[config.mk]
export PLATFORM = sky130hd
export DESIGN_NAME = db_req_gen
export DESIGN_NICKNAME = d
export VERILOG_FILES = /design/src/rtl/db_req_gen.sv
export SDC_FILE = /design/constraint.sdc
export NUM_CORES = 1
export LEC_CHECK = 0
export CAP_MARGIN = 20
export CORE_ASPECT_RATIO = 0.7
export CORE_MARGIN = 2
export CORE_UTILIZATION = 50
export CTS_CLUSTER_DIAMETER = 60
export CTS_CLUSTER_SIZE = 25
export DETAILED_ROUTE_END_ITERATION = 7
export GPL_TIMING_DRIVEN = 0
export PLACE_DENSITY_LB_ADDON = 0.05
export SLEW_MARGIN = 15
export SYNTH_ARGS = -nofsm -noshare
export SYNTH_HDL_FRONTEND = slang
export SYNTH_SLANG_ARGS = --single-unit
[constraint.sdc]
create_clock -name clk -period 16 [get_ports clk]
set_input_delay 3.2 -clock clk [delete_from_list [all_inputs] [get_ports clk]]
set_output_delay 3.2 -clock clk [all_outputs]
set_load 0.05 [all_outputs]
[src/rtl/db_req_gen.sv]
// db_req_gen: accepts one parsed request, hashes its key with CRC-32 one byte
// per cycle, issues a single-cycle request pulse, then holds the outputs stable
// for a fixed window so the hash-table controller can keep sampling them.
module db_req_gen #(
    parameter int unsigned KEY_SIZE    = 96,
    parameter int unsigned HASH_SIZE   = 32,
    parameter int unsigned VAL_SIZE    = 32,
    parameter int unsigned HOLD_CYCLES = 6
) (
    input  logic                 clk,
    input  logic                 rst,
    input  logic                 s_valid,
    output logic                 s_ready,
    input  logic [3:0]           s_op,
    input  logic [KEY_SIZE-1:0]  s_key,
    input  logic [VAL_SIZE-1:0]  s_value,
    output logic                 out_valid,
    output logic [3:0]           out_op,
    output logic [HASH_SIZE-1:0] out_hash,
    output logic [KEY_SIZE-1:0]  out_key,
    output logic [VAL_SIZE-1:0]  out_value,
    output logic                 busy,
    output logic [31:0]          req_cnt
);

    localparam int unsigned KEY_BYTES = KEY_SIZE / 8;
    localparam int unsigned IDX_W     = $clog2(KEY_BYTES + 1);
    localparam int unsigned HOLD_W    = $clog2(HOLD_CYCLES + 1);
    localparam logic [31:0] CRC_POLY  = 32'hEDB8_8320;

    typedef enum logic [1:0] {StIdle, StHash, StIssue, StHold} state_e;

    state_e                r_state;
    state_e                w_state_next;
    logic [3:0]            r_op;
    logic [KEY_SIZE-1:0]   r_key;
    logic [VAL_SIZE-1:0]   r_value;
    logic [31:0]           r_crc;
    logic [IDX_W-1:0]      r_byte_idx;
    logic [HOLD_W-1:0]     r_hold_cnt;
    logic [3:0]            r_out_op;
    logic [HASH_SIZE-1:0]  r_out_hash;
    logic [KEY_SIZE-1:0]   r_out_key;
    logic [VAL_SIZE-1:0]   r_out_value;
    logic [31:0]           r_req_cnt;

    logic                  w_accept;
    logic                  w_last_byte;
    logic                  w_hold_done;
    logic [KEY_SIZE-1:0]   w_key_shl;
    logic [7:0]            w_key_byte;
    logic [31:0]           w_crc_next;

    // Bytes are consumed MSB first: shift the current byte to the top of the key.
    assign w_key_shl   = r_key << {r_byte_idx, 3'b000};
    assign w_key_byte  = w_key_shl[KEY_SIZE-1 -: 8];
    assign w_accept    = s_valid & s_ready;
    assign w_last_byte = (r_byte_idx == IDX_W'(KEY_BYTES - 1));
    assign w_hold_done = (r_hold_cnt == HOLD_W'(HOLD_CYCLES - 1));

    // Ready is a pure state decode, forced low while reset is held.
    assign s_ready   = (r_state == StIdle) & ~rst;
    assign busy      = (r_state != StIdle);
    assign out_valid = (r_state == StIssue);
    assign out_op    = r_out_op;
    assign out_hash  = r_out_hash;
    assign out_key   = r_out_key;
    assign out_value = r_out_value;
    assign req_cnt   = r_req_cnt;

    // Fold one key byte into the running reflected CRC-32, LSB first.
    always_comb begin
        w_crc_next = r_crc ^ {24'h0, w_key_byte};
        for (int i = 0; i < 8; i++) begin
            w_crc_next = w_crc_next[0] ? ((w_crc_next >> 1) ^ CRC_POLY) : (w_crc_next >> 1);
        end
    end

    // Next-state decode.
    always_comb begin
        w_state_next = r_state;
        unique case (r_state)
            StIdle:  if (w_accept) w_state_next = StHash;
            StHash:  if (w_last_byte) w_state_next = StIssue;
            StIssue: w_state_next = StHold;
            StHold:  if (w_hold_done) w_state_next = StIdle;
            default: w_state_next = StIdle;
        endcase
    end

    // State register.
    always_ff @(posedge clk or posedge rst) begin
        if (rst) begin
            r_state <= StIdle;
        end else begin
            r_state <= w_state_next;
        end
    end

    // Working registers: capture on accept, hash in HASH, count the hold window.
    always_ff @(posedge clk or posedge rst) begin
        if (rst) begin
            r_op       <= '0;
            r_key      <= '0;
            r_value    <= '0;
            r_crc      <= '0;
            r_byte_idx <= '0;
            r_hold_cnt <= '0;
        end else begin
            unique case (r_state)
                StIdle: begin
                    if (w_accept) begin
                        r_op       <= s_op;
                        r_key      <= s_key;
                        r_value    <= s_value;
                        r_crc      <= 32'hFFFF_FFFF;
                        r_byte_idx <= '0;
                    end
                end
                StHash: begin
                    r_crc      <= w_crc_next;
                    r_byte_idx <= r_byte_idx + 1'b1;
                end
                StIssue: r_hold_cnt <= '0;
                StHold:  r_hold_cnt <= r_hold_cnt + 1'b1;
                default: ;
            endcase
        end
    end

    // Output registers change only on the edge entering ISSUE.
    always_ff @(posedge clk or posedge rst) begin
        if (rst) begin
            r_out_op    <= '0;
            r_out_hash  <= '0;
            r_out_key   <= '0;
            r_out_value <= '0;
            r_req_cnt   <= '0;
        end else if (r_state == StHash && w_last_byte) begin
            r_out_op    <= r_op;
            r_out_hash  <= HASH_SIZE'(w_crc_next ^ 32'hFFFF_FFFF);
            r_out_key   <= r_key;
            r_out_value <= r_value;
            r_req_cnt   <= r_req_cnt + 32'd1;
        end
    end

endmodule

# ---- Word-level counts from Yosys, hierarchy flattened
# Index checks and enable logic that the tools add are counted.
dict set report word_totals {
  reg_bits 369
  inputBits 135
  out_inout_bits 199
  word_cells 62
}
dict set report op_classes {
  add_sub_neg 3
  n_eq_ne 8
  shift 1
  muxes 17
  bitwise_logic 13
  reduce_logical 8
}
# operator count
set op_table {}
lappend op_table {{2-to-1 mux 32 bit} 9}
lappend op_table {{inverter 13 -> 14 bit} 8}
lappend op_table {{<< shifter 96 x 7 -> 96 bit} 1}
lappend op_table {{one-hot mux 32 bit (2 select lines)} 1}
lappend op_table {{adder 32 x 1 -> 32 bit, second input constant} 1}
lappend op_table {{inverter 32 bit} 1}
lappend op_table {{bitwise XOR 32 x 8 -> 32 bit} 1}
lappend op_table {{one-hot mux 2 bit (4 select lines)} 1}
lappend op_table {{one-hot mux 4 bit (2 select lines)} 1}
lappend op_table {{2-to-1 mux 2 bit} 3}
lappend op_table {{!= test 2 bit, second input constant} 3}
lappend op_table {{one-hot mux 3 bit (2 select lines)} 1}
lappend op_table {{nonzero test 2 bit} 3}
lappend op_table {{adder 4 x 1 -> 4 bit, second input constant} 1}
lappend op_table {{== test 2 bit, second input constant} 2}
lappend op_table {{== test 4 bit, second input constant} 1}
lappend op_table {{2-to-1 mux 4 bit} 1}
lappend op_table {{AND reduction 2 bit} 2}
lappend op_table {{adder 3 x 1 -> 3 bit, second input constant} 1}
lappend op_table {{== test 3 bit, second input constant} 1}
lappend op_table {{AND reduction 3 bit} 1}
lappend op_table {{bitwise AND 1 bit} 2}
lappend op_table {{== test 2 x 1 -> 1 bit, second input constant} 1}
lappend op_table {{logical NOT 2 bit} 1}
lappend op_table {{other kinds (2)} 2}

# ---- Longest topological paths before layout
# Gate-level depths: netlist of the first run.
dict set report logic_depth {
  ltp_word 19
  ltp_mapped 11
  depth_no_buf 9
}

# ---- Least setup slack after synthesis of the first run
# No wires, ideal clock.
dict set report synth_timing {
  path_kind {in2out}
  from {input port rst}
  to {output port s_ready}
  arrival_ns 3.904
  required_time_ns 12.800
  slack_ns 8.896
  path_stages 1
  path_buffers 0
  cell_sequence {nor2_1}
}
dict set report synth_between {
  elab_chain_cells 2
}
# item line
set synth_lines {}
lappend synth_lines {{start, declared} 11} ;# input logic rst,
lappend synth_lines {{inverter 1 bit} 62} ;# assign s_ready = (r_state == StIdle) & ~rst;
lappend synth_lines {{bitwise AND 1 bit} 62}
lappend synth_lines {{end, declared} 13} ;# output logic s_ready,
# No other way between the ends.

# ---- Final worst setup path of the first run
# Same ends and word-level chain as after synthesis.

==> results of run 1 <==
==> state kept, by name (all words and copies together) (netlist names), 4 cells and up <==
| signal | count |
|---|---|
| out_value | 32 |
| req_cnt | 32 |
| r_op | 4 |
| r_value | 32 |
| r_key | 96 |
| r_byte_idx | 4 |
| r_crc | 32 |
| out_op | 4 |
| out_key | 96 |
| out_hash | 32 |
==> worst max path at each step <==
stage	startpoint	end	slack [ns]	cells after the start
final	rst	s_ready	7.91	3
after global routing	rst	s_ready	7.87	3
after CTS	rst	s_ready	7.89	3
after detailed placement	rst	s_ready	7.89	3
after global placement	rst	r_value[10]	-1.94	2
after floorplan	rst	out_hash[0]	2.55	1
==> cell families after synthesis <==
family                     Yosys count
and+or+nand+nor                    115
buffers and inverters               60
AOI/OAI and AO/OA                   93
muxes                              302
adders and majority gates            9
DFF                                369
xor gates and xnor gates           102
==> cell type report <==
type / instances / area, sq um / share of cell area, %
inverter: 8 / 37.5 / 0.183
clock buffer: 29 / 681 / 3.33
timing repair buffer: 336 / 3420 / 16.7
tap: 420 / 526 / 2.57
clock inverter: 14 / 206 / 1.01
buffer: 52 / 256 / 1.25
antenna: 5 / 12.5 / 0.0612
sequential: 369 / 9230 / 45.1
multi-input combinational: 621 / 6090 / 29.8
==> power groups by stage <==
stage	Clock, mW	Sequential, mW	Combinational, mW
CTS	0.716	1.42	2.70
global route	0.750	1.46	2.86
detailed placement	0	1.44	2.68
global placement	0	1.43	2.66
finish	0.697	1.42	2.68
floorplan	0	1.60	1.78
==> cell usage after synthesis, types with 3 or more instances <==
library cell / count
xor2_4: 4
o22a_1: 31
nand3_1: 7
xnor2_1: 56
o21ai_1: 13
ha_1: 9
mux4_2: 5
xnor2_4: 7
nand2_1: 58
xnor2_2: 9
nor2_1: 21
o21ai_0: 24
a221oi_1: 5
buf_12: 3
clkbuf_1: 46
nand2b_1: 7
mux4_1: 11
mux2_2: 266
mux2i_1: 20
xor2_1: 26
inv_1: 8
a22oi_2: 4
dfrtp_1: 369
nand4_1: 11
==> per-layer routing <==
layer  up-vias  track usage, %  routed length (um)
met2       265            37.0               17200
met3        52            8.33                3360
met4         2            5.78                 899
li1       4443               -                   -
met1      4981            35.3               18200
met5         -               0                  11
==> critical path: stages <==
cell and delay, ns:
clkdlybuf4s50_1 0.52, nor2_1 0.31, clkdlybuf4s50_1 0.87
==> per-stage QoR <==
stage / TNS [ns] / util, %
2_1_floorplan: 0 / -
3_3_place_gp: -709.56 / 62.9
4_1_cts: 0 / 66.1
3_5_place_dp: 0 / 63.2
6_report: 0 / 66.1
5_1_grt: 0 / 66.1
==> cell usage in the layout (no fill, tap or decap), drive strengths merged, types with 11 or more instances in the layout <==
cell type | Yosys | layout
clkbuf | 46 | 75
clkdlybuf4s50 | 0 | 333
dfrtp | 369 | 369
inv | 8 | 15
mux2 | 266 | 266
mux2i | 20 | 20
mux4 | 16 | 16
nand2 | 58 | 58
nand4 | 11 | 11
nor2 | 21 | 21
o21ai | 40 | 40
o22a | 31 | 31
xnor2 | 72 | 72
xor2 | 30 | 30
==> impl_metrics.json, run 1 <==
{
  "synthXorXnorAreaFrac_pct": 7.48,
  "dieArea_sq_um": 32700,
  "slew_violations": 0,
  "cts_hold_buf": 0,
  "internal_power_mw": 2.73,
  "cp.required_ns": 12.80,
  "seq_area_frac_synth_pct": 59.1,
  "synth_mux_area_share_pct": 23.0,
  "startpoint_type": "primary input",
  "synth_compound_area_share_pct": 4.44,
  "cts.sinks": 369,
  "finalInstanceArea_sq_um": 20500,
  "p_clk_share_pct": 14.5,
  "ys.flop_type": "dfrtp_1",
  "swShare_pct": 43.1,
  "criticalPathCategory": "primary input to output port",
  "r2r_start": "r_byte_idx[2]",
  "drive_above_1_share_pct": 24.7,
  "clock_latency_ns": 0.56,
  "hold_slack_ns": 0.479,
  "cp.arrival_ns": 4.89,
  "yosysTopAreaCell": "dfrtp_1",
  "switching_power_mw": 2.07,
  "clock_skew_ns": 0.0217,
  "rrSetupSlack_ns": 12.52,
  "track_usage_pct": 24.8,
  "die_x_um": 215,
  "p_leak_nw": 8.90,
  "reg2reg_depth": 9,
  "dpl_worst_slack_ns": 7.89,
  "critPathCaptureType": "output port",
  "routedWlPerCell_um": 21.4,
  "max_freq_mhz": 124,
  "nNetsFinal": 1557,
  "place_congestion": 0.815,
  "postSynthCellCount": 1050,
  "cap_violations": 0,
  "gr-total-overflow": 0,
  "finalHoldViolCount": 0,
  "post_cts_resized": 0,
  "layoutNonFillerInstCount": 1854,
  "syn_nets": 1194,
  "dpl_cell_area_sq_um": 19600,
  "cts_made_buffers": 25,
  "n_fill_cell": 2413,
  "synth-seq-cells": 369,
  "relSlewSlack_pct": 47.0,
  "hold_end": "req_cnt[31]",
  "postSynth.asyncResetShare_pct": 100,
  "dr.pass1.iters": 5,
  "period_share_pct": 50.6,
  "die_h_um": 152,
  "antenna_found_initial": 7,
  "ir_drop_mv": 0.213,
  "clkTransAtPathRegs_ns": 0.08,
  "cts_setup_buffers": 0,
  "hpwlAfterDp_um": 29500,
  "synth_area_leaders": "dfrtp_1, mux2_2, xnor2_1, mux4_1, o22a_1",
  "path_max_fanout": 3,
  "fin_crit_ns": 8.09,
  "pwr-share-comb_pct": 55.9,
  "yosys.cell_types.count": 45,
  "finalWirelength_um": 39700,
  "grt_start_max_net_pins": 107,
  "hold_path_depth": 1,
  "synth_top_area_share_pct": 59.1,
  "yosys_warnings": 0,
  "drtAntennaViolNets": 0,
  "start_util_pct": 50.4,
  "pwr_density_cell_nw_per_um2": 235,
  "drc": 0,
  "worst_pin_slew_ns": 0.796,
  "synth_edf_count": 0,
  "area_delta_synth_final_pct": 31.1,
  "worst_slack_ns": 7.91,
  "via_count": 9743,
  "root_buffer": "clkbuf_16",
  "synth_top_family_by_area": "multiplexers",
  "drt_iter0_markers": 671,
  "rsz0062_at_grt": "false",
  "cts_tree": "done",
  "fp-row-count": 54,
  "design.core.area_sq_um": 30900,
  "grt_pass1_vias": 10300,
  "grt_pass1_wl_um": 62200,
  "numPlacedInstances": 1806,
  "io_pins": 334,
  "cts_max_path_buffers": 3,
  "htree_levels": 1,
  "min_from": "req_cnt[31]",
  "seq_power_share_pct": 29.6,
  "avgSynthCellArea_sq_um": 14.9,
  "via_per_inst": 5.26,
  "yosys.area_share.simple_pct": 3.33,
  "port_buffers": 333,
  "synth_area_sq_um": 15600,
  "finalSetupViolations": 0,
  "status": "complete, no violations",
  "yosys.area_share.adder_pct": 0.721,
  "r2r_end": "out_hash[6]",
  "power_mw": 4.80,
  "hold_path_class": "register to register"
}
(Power assumes the default switching activity.)
==> inputs of run 2 (changes only) <==
- clock period: 16 -> 8.3 ns (I/O delays scaled with it)
==> run 2 against run 1 <==
Utilization rose by 0.061 points. Register-to-register slack worse by 7.7 ns. Design area barely moved. Clock power rose by 78%. Sequential cell count unchanged. Via count up 1.3%. Clock skew grew 0.0059 ns. Critical path depth unchanged. Non-clock buffer count grew 8. Critical path type unchanged. Highest routed layer unchanged.
==> impl_metrics.json, run 2 (synthesis results as in run 1) <==
{
  "status": "complete, no violations",
  "gr-total-overflow": 0,
  "pwr_density_cell_nw_per_um2": 448,
  "start_util_pct": 50.4,
  "cts_setup_buffers": 0,
  "cts_hold_buf": 0,
  "n_fill_cell": 2407,
  "clock_latency_ns": 0.56,
  "hold_slack_ns": 0.471,
  "cts.sinks": 369,
  "routedWlPerCell_um": 21.7,
  "die_h_um": 152,
  "pwr-share-comb_pct": 56.6,
  "path_max_fanout": 3,
  "cap_violations": 0,
  "mostFrequentLayoutCells": "dfrtp_1, clkdlybuf4s50_1, mux2_2, nand2_1, xnor2_1",
  "dpl_worst_slack_ns": 3.36,
  "drive_above_1_share_pct": 24.8,
  "drt_iter0_markers": 749,
  "p_leak_nw": 8.91,
  "finalSetupViolations": 0,
  "design.core.area_sq_um": 30900,
  "grt_pass1_wl_um": 62500,
  "cp.arrival_ns": 3.26,
  "cts_max_path_buffers": 3,
  "criticalPathCategory": "primary input to output port",
  "swShare_pct": 43.3,
  "worst_pin_slew_ns": 0.792,
  "clock_skew_ns": 0.0275,
  "clkTransAtPathRegs_ns": 0.09,
  "numPlacedInstances": 1814,
  "max_freq_mhz": 203,
  "worst_slack_ns": 3.38,
  "die_x_um": 215,
  "switching_power_mw": 3.97,
  "drtAntennaViolNets": 0,
  "startpoint_type": "primary input",
  "tns_ns": 0,
  "period_share_pct": 59.3,
  "drc": 0,
  "multi_input_area_sq_um": 6090,
  "cp.required_ns": 6.64,
  "grt_pass1_vias": 10100,
  "slowest_stage": "clkdlybuf4s50_1",
  "via_per_inst": 5.32,
  "crit_family": "buffers and inverters",
  "root_buffer": "clkbuf_16",
  "p_clk_share_pct": 13.6,
  "grt_start_max_net_pins": 38,
  "post_cts_resized": 0,
  "dieArea_sq_um": 32700,
  "port_buffers": 333,
  "critical_path.most_common_cell": "clkdlybuf4s50_1",
  "nNetsFinal": 1563,
  "area_delta_synth_final_pct": 31.2,
  "track_usage_pct": 24.9,
  "fin_crit_ns": 4.92,
  "hold_path_class": "register to register",
  "rsz0062_at_grt": "false",
  "path_buf_inv": 2,
  "layoutNonFillerInstCount": 1855,
  "io_pins": 334,
  "via_count": 9874,
  "relSlewSlack_pct": 47.2,
  "htree_levels": 1,
  "cts_tree": "done",
  "antenna_found_initial": 4,
  "finalWirelength_um": 40300,
  "place_congestion": 0.776,
  "rrSetupSlack_ns": 4.84,
  "seq_power_share_pct": 29.9,
  "finalHoldViolCount": 0,
  "cts_made_buffers": 23,
  "dr.pass1.iters": 4,
  "final_common_cell": "dfrtp_1",
  "slew_violations": 0,
  "regArea_sq_um": 9230,
  "ir_drop_mv": 0.433,
  "crit_path_max_incr_delay_ns": 0.87,
  "hpwlAfterDp_um": 30600,
  "fp-row-count": 54,
  "internal_power_mw": 5.20,
  "crit_chain": "clkdlybuf4s50_1 -> nor2_1 -> clkdlybuf4s50_1",
  "critPathCaptureType": "output port"
}
==> run 2: final cells by class <==
class                      instances  share of cell area [%]
timing repair buffer             344                    17.4
multi-input combinational        621                    29.7
buffer                            52                    1.25
clock inverter                    13                   0.843
tap                              420                    2.57
sequential                       369                    45.1
inverter                           8                   0.165
clock buffer                      26                    2.96
antenna                            2                  0.0244
==> run 2: stage by stage <==
stage / power (mW) / instance area [sq um] / util [%]
floorplan: 6.51 / 15600 / -
global placement: 7.88 / 19500 / 62.9
detailed placement: 7.96 / 19700 / 63.6
CTS: 9.23 / 20500 / 66.2
global route: 9.66 / 20500 / 66.2
finish: 9.17 / 20500 / 66.2
==> run 2: routing by layer <==
metal / GRT usage [%] / vias to the layer above / part of all wire [%]
met5: 0 / - / 0.074
met4: 4.86 / 4 / 2.0
met3: 7.53 / 50 / 8.4
met2: 37.1 / 256 / 44
met1: 36.7 / 5109 / 45
li1: - / 4455 / -
==> run 2: worst reg2reg max path, delay by kind of cell (launching register included) <==
family          cells  cell delay (ns)
flops               1             0.33
simple gates        3             0.70
compound gates      1             0.09
buf+inv             5             2.26
==> run 2: power groups by stage <==
stage               logic, mW  clock network [mW]  registers (mW)
finish                   5.19                1.24            2.74
global route             5.50                1.35            2.81
CTS                      5.21                1.28            2.74
detailed placement       5.18                   0            2.78
global placement         5.12                   0            2.75
floorplan                3.43                   0            3.08
==> run 2: worst paths after layout <==
| path | start | end | cells after the start |
|---|---|---|---|
| hold reg to reg | req_cnt[31] | req_cnt[31] | 1 |
| setup / recovery | rst | s_ready | 3 |
| min in group asynchronous | rst | r_crc[13] | 2 |
| setup reg to reg | r_byte_idx[2] | out_hash[18] | 9 |
| max in group asynchronous | rst | out_value[19] | 5 |
| hold / removal | req_cnt[31] | req_cnt[31] | 1 |
==> inputs of run 3 (changes only) <==
- CORE_UTILIZATION: 50 -> 46
- clock period: 8.3 -> 4.3 ns (I/O delays scaled with it)
==> run 3 against run 2 <==
First-iteration DRC count is 25% lower. Clock skew is 0.0036 ns higher. Register-to-register slack worse by 4.0 ns. Total power is 99% higher. Sequential power increased by 93%. Via count shrank 0.57%. Global-route usage shrank 1.6 points. Combinational power is 95% higher. Cell count up 1.6%. Critical path depth up 2. Critical path type is now register to output port. Largest cell class unchanged.
==> impl_metrics.json, run 3 (synthesis results as in run 1) <==
{
  "period_share_pct": 80.9,
  "criticalPathCategory": "register to output port",
  "cts_tree": "done",
  "tns_ns": 0,
  "relSlewSlack_pct": 47.8,
  "crit_path_max_incr_delay_ns": 0.86,
  "hpwlAfterDp_um": 30900,
  "cp.arrival_ns": 2.62,
  "fp-row-count": 56,
  "worst_slack_ns": 0.821,
  "dpl_worst_slack_ns": 0.630,
  "root_buffer": "clkbuf_16",
  "grt_pass1_wl_um": 62100,
  "hold_slack_ns": 0.480,
  "numPlacedInstances": 1830,
  "slew_violations": 0,
  "finalWirelength_um": 40800,
  "cts_setup_buffers": 0,
  "mostFrequentLayoutCells": "dfrtp_1, clkdlybuf4s50_1, mux2_2, nand2_1, xnor2_1",
  "hold_path_class": "register to register",
  "area_delta_synth_final_pct": 33.0,
  "drtAntennaViolNets": 0,
  "rsz0062_at_grt": "false",
  "cts_hold_buf": 0,
  "pwr_density_cell_nw_per_um2": 879,
  "layoutNonFillerInstCount": 1884,
  "design.core.area_sq_um": 33500,
  "wl_met2_um": 17500,
  "routed.top_layer": "met5",
  "min_from": "req_cnt[31]",
  "place_congestion": 0.788,
  "nNetsFinal": 1570,
  "p_leak_nw": 9.04,
  "clkTransAtPathRegs_ns": 0.09,
  "clock_latency_ns": 0.57,
  "cts_made_buffers": 29,
  "status": "complete, no violations",
  "regArea_sq_um": 9230,
  "crit_family": "buffers and inverters",
  "n_fill_cell": 2705,
  "antenna_found_initial": 3,
  "finalHoldViolCount": 0,
  "grt_start_max_net_pins": 37,
  "worst_pin_slew_ns": 0.783,
  "via_count": 9818,
  "grt_pass1_vias": 10100,
  "path_max_fanout": 5,
  "final_common_cell": "dfrtp_1",
  "clock_skew_ns": 0.0311,
  "die_h_um": 158,
  "cap_violations": 0,
  "critPathCaptureType": "output port",
  "hold_path_depth": 1,
  "ir_drop_mv": 0.835,
  "gr-total-overflow": 0,
  "wl_met3_um": 3200,
  "cp.required_ns": 3.44,
  "io_pins": 334,
  "cts_max_path_buffers": 3,
  "fin_crit_ns": 3.48,
  "path_buf_inv": 3,
  "critical_path.most_common_cell": "inv_1",
  "reg2reg_depth": 9,
  "drt_iter0_markers": 559,
  "slowest_stage": "clkdlybuf4s50_1",
  "rrSetupSlack_ns": 0.83,
  "max_freq_mhz": 287,
  "final_util_pct": 62.0,
  "via_per_inst": 5.21,
  "multi_input_area_sq_um": 6090,
  "critPathLaunch": "r_state[0]",
  "startpoint_type": "register",
  "cp.depth": 5,
  "crit_chain": "inv_1 -> ha_1 -> inv_1 -> nor2_1 -> clkdlybuf4s50_1",
  "routedWlPerCell_um": 21.6,
  "post_cts_resized": 0,
  "track_usage_pct": 23.3,
  "drc": 0,
  "dieArea_sq_um": 35500,
  "start_util_pct": 46.6,
  "finalSetupViolations": 0,
  "r2r_start": "r_byte_idx[2]",
  "cts.sinks": 369,
  "htree_levels": 1,
  "die_x_um": 224,
  "dr.pass1.iters": 4,
  "drive_above_1_share_pct": 25.5,
  "wirelength_met1_um": 19300,
  "port_buffers": 333
}
## run 3: stage by stage
step	power (mW)	area, sq um
final	18.3	20800
after global routing	19.3	20800
after CTS	18.4	20800
after detailed placement	15.5	19800
after global placement	15.3	19500
after floorplan	12.6	15600
## run 3: per-layer routing
layer / track usage, % / up-vias
met3: 7.18 / 45
met5: 0 / -
met2: 34.0 / 265
met1: 34.5 / 5011
li1: - / 4495
met4: 4.48 / 2
## run 3: worst register-to-register path, stage by stage (launching register included)
cell	delay (ns)
dfrtp_1	0.34
clkbuf_1	0.32
nor2b_1	0.08
clkbuf_1	0.29
nand3_1	0.55
clkbuf_1	0.55
clkbuf_1	0.66
clkbuf_1	0.39
nand2_1	0.11
o21ai_1	0.08
## run 3: final cells by class
class	count	share of cell area, %
multi-input cells	621	29.3
clock buffers	33	3.62
repair buffers	345	17.3
clock inverters	20	1.24
inverters	8	0.163
flip-flops and latches	369	44.5
diodes	1	0.0121
plain buffers	52	1.24
well taps	435	2.62
## run 3: worst paths after layout
kind                                endpoint
worst min register to register   req_cnt[31]
worst max register to register  out_hash[23]
worst min-delay path             req_cnt[31]
max in group asynchronous          r_key[51]
min in group asynchronous       out_hash[31]
worst max-delay path                 s_ready
## run 3: report_power, final
part,total [mW],internal (mW),switching [mW],leakage [nW]
logic,10.1,4.41,5.72,3.84
clock network,2.84,1.37,1.47,0.487
registers,5.29,4.54,0.750,4.71
total,18.3,10.3,7.94,9.04
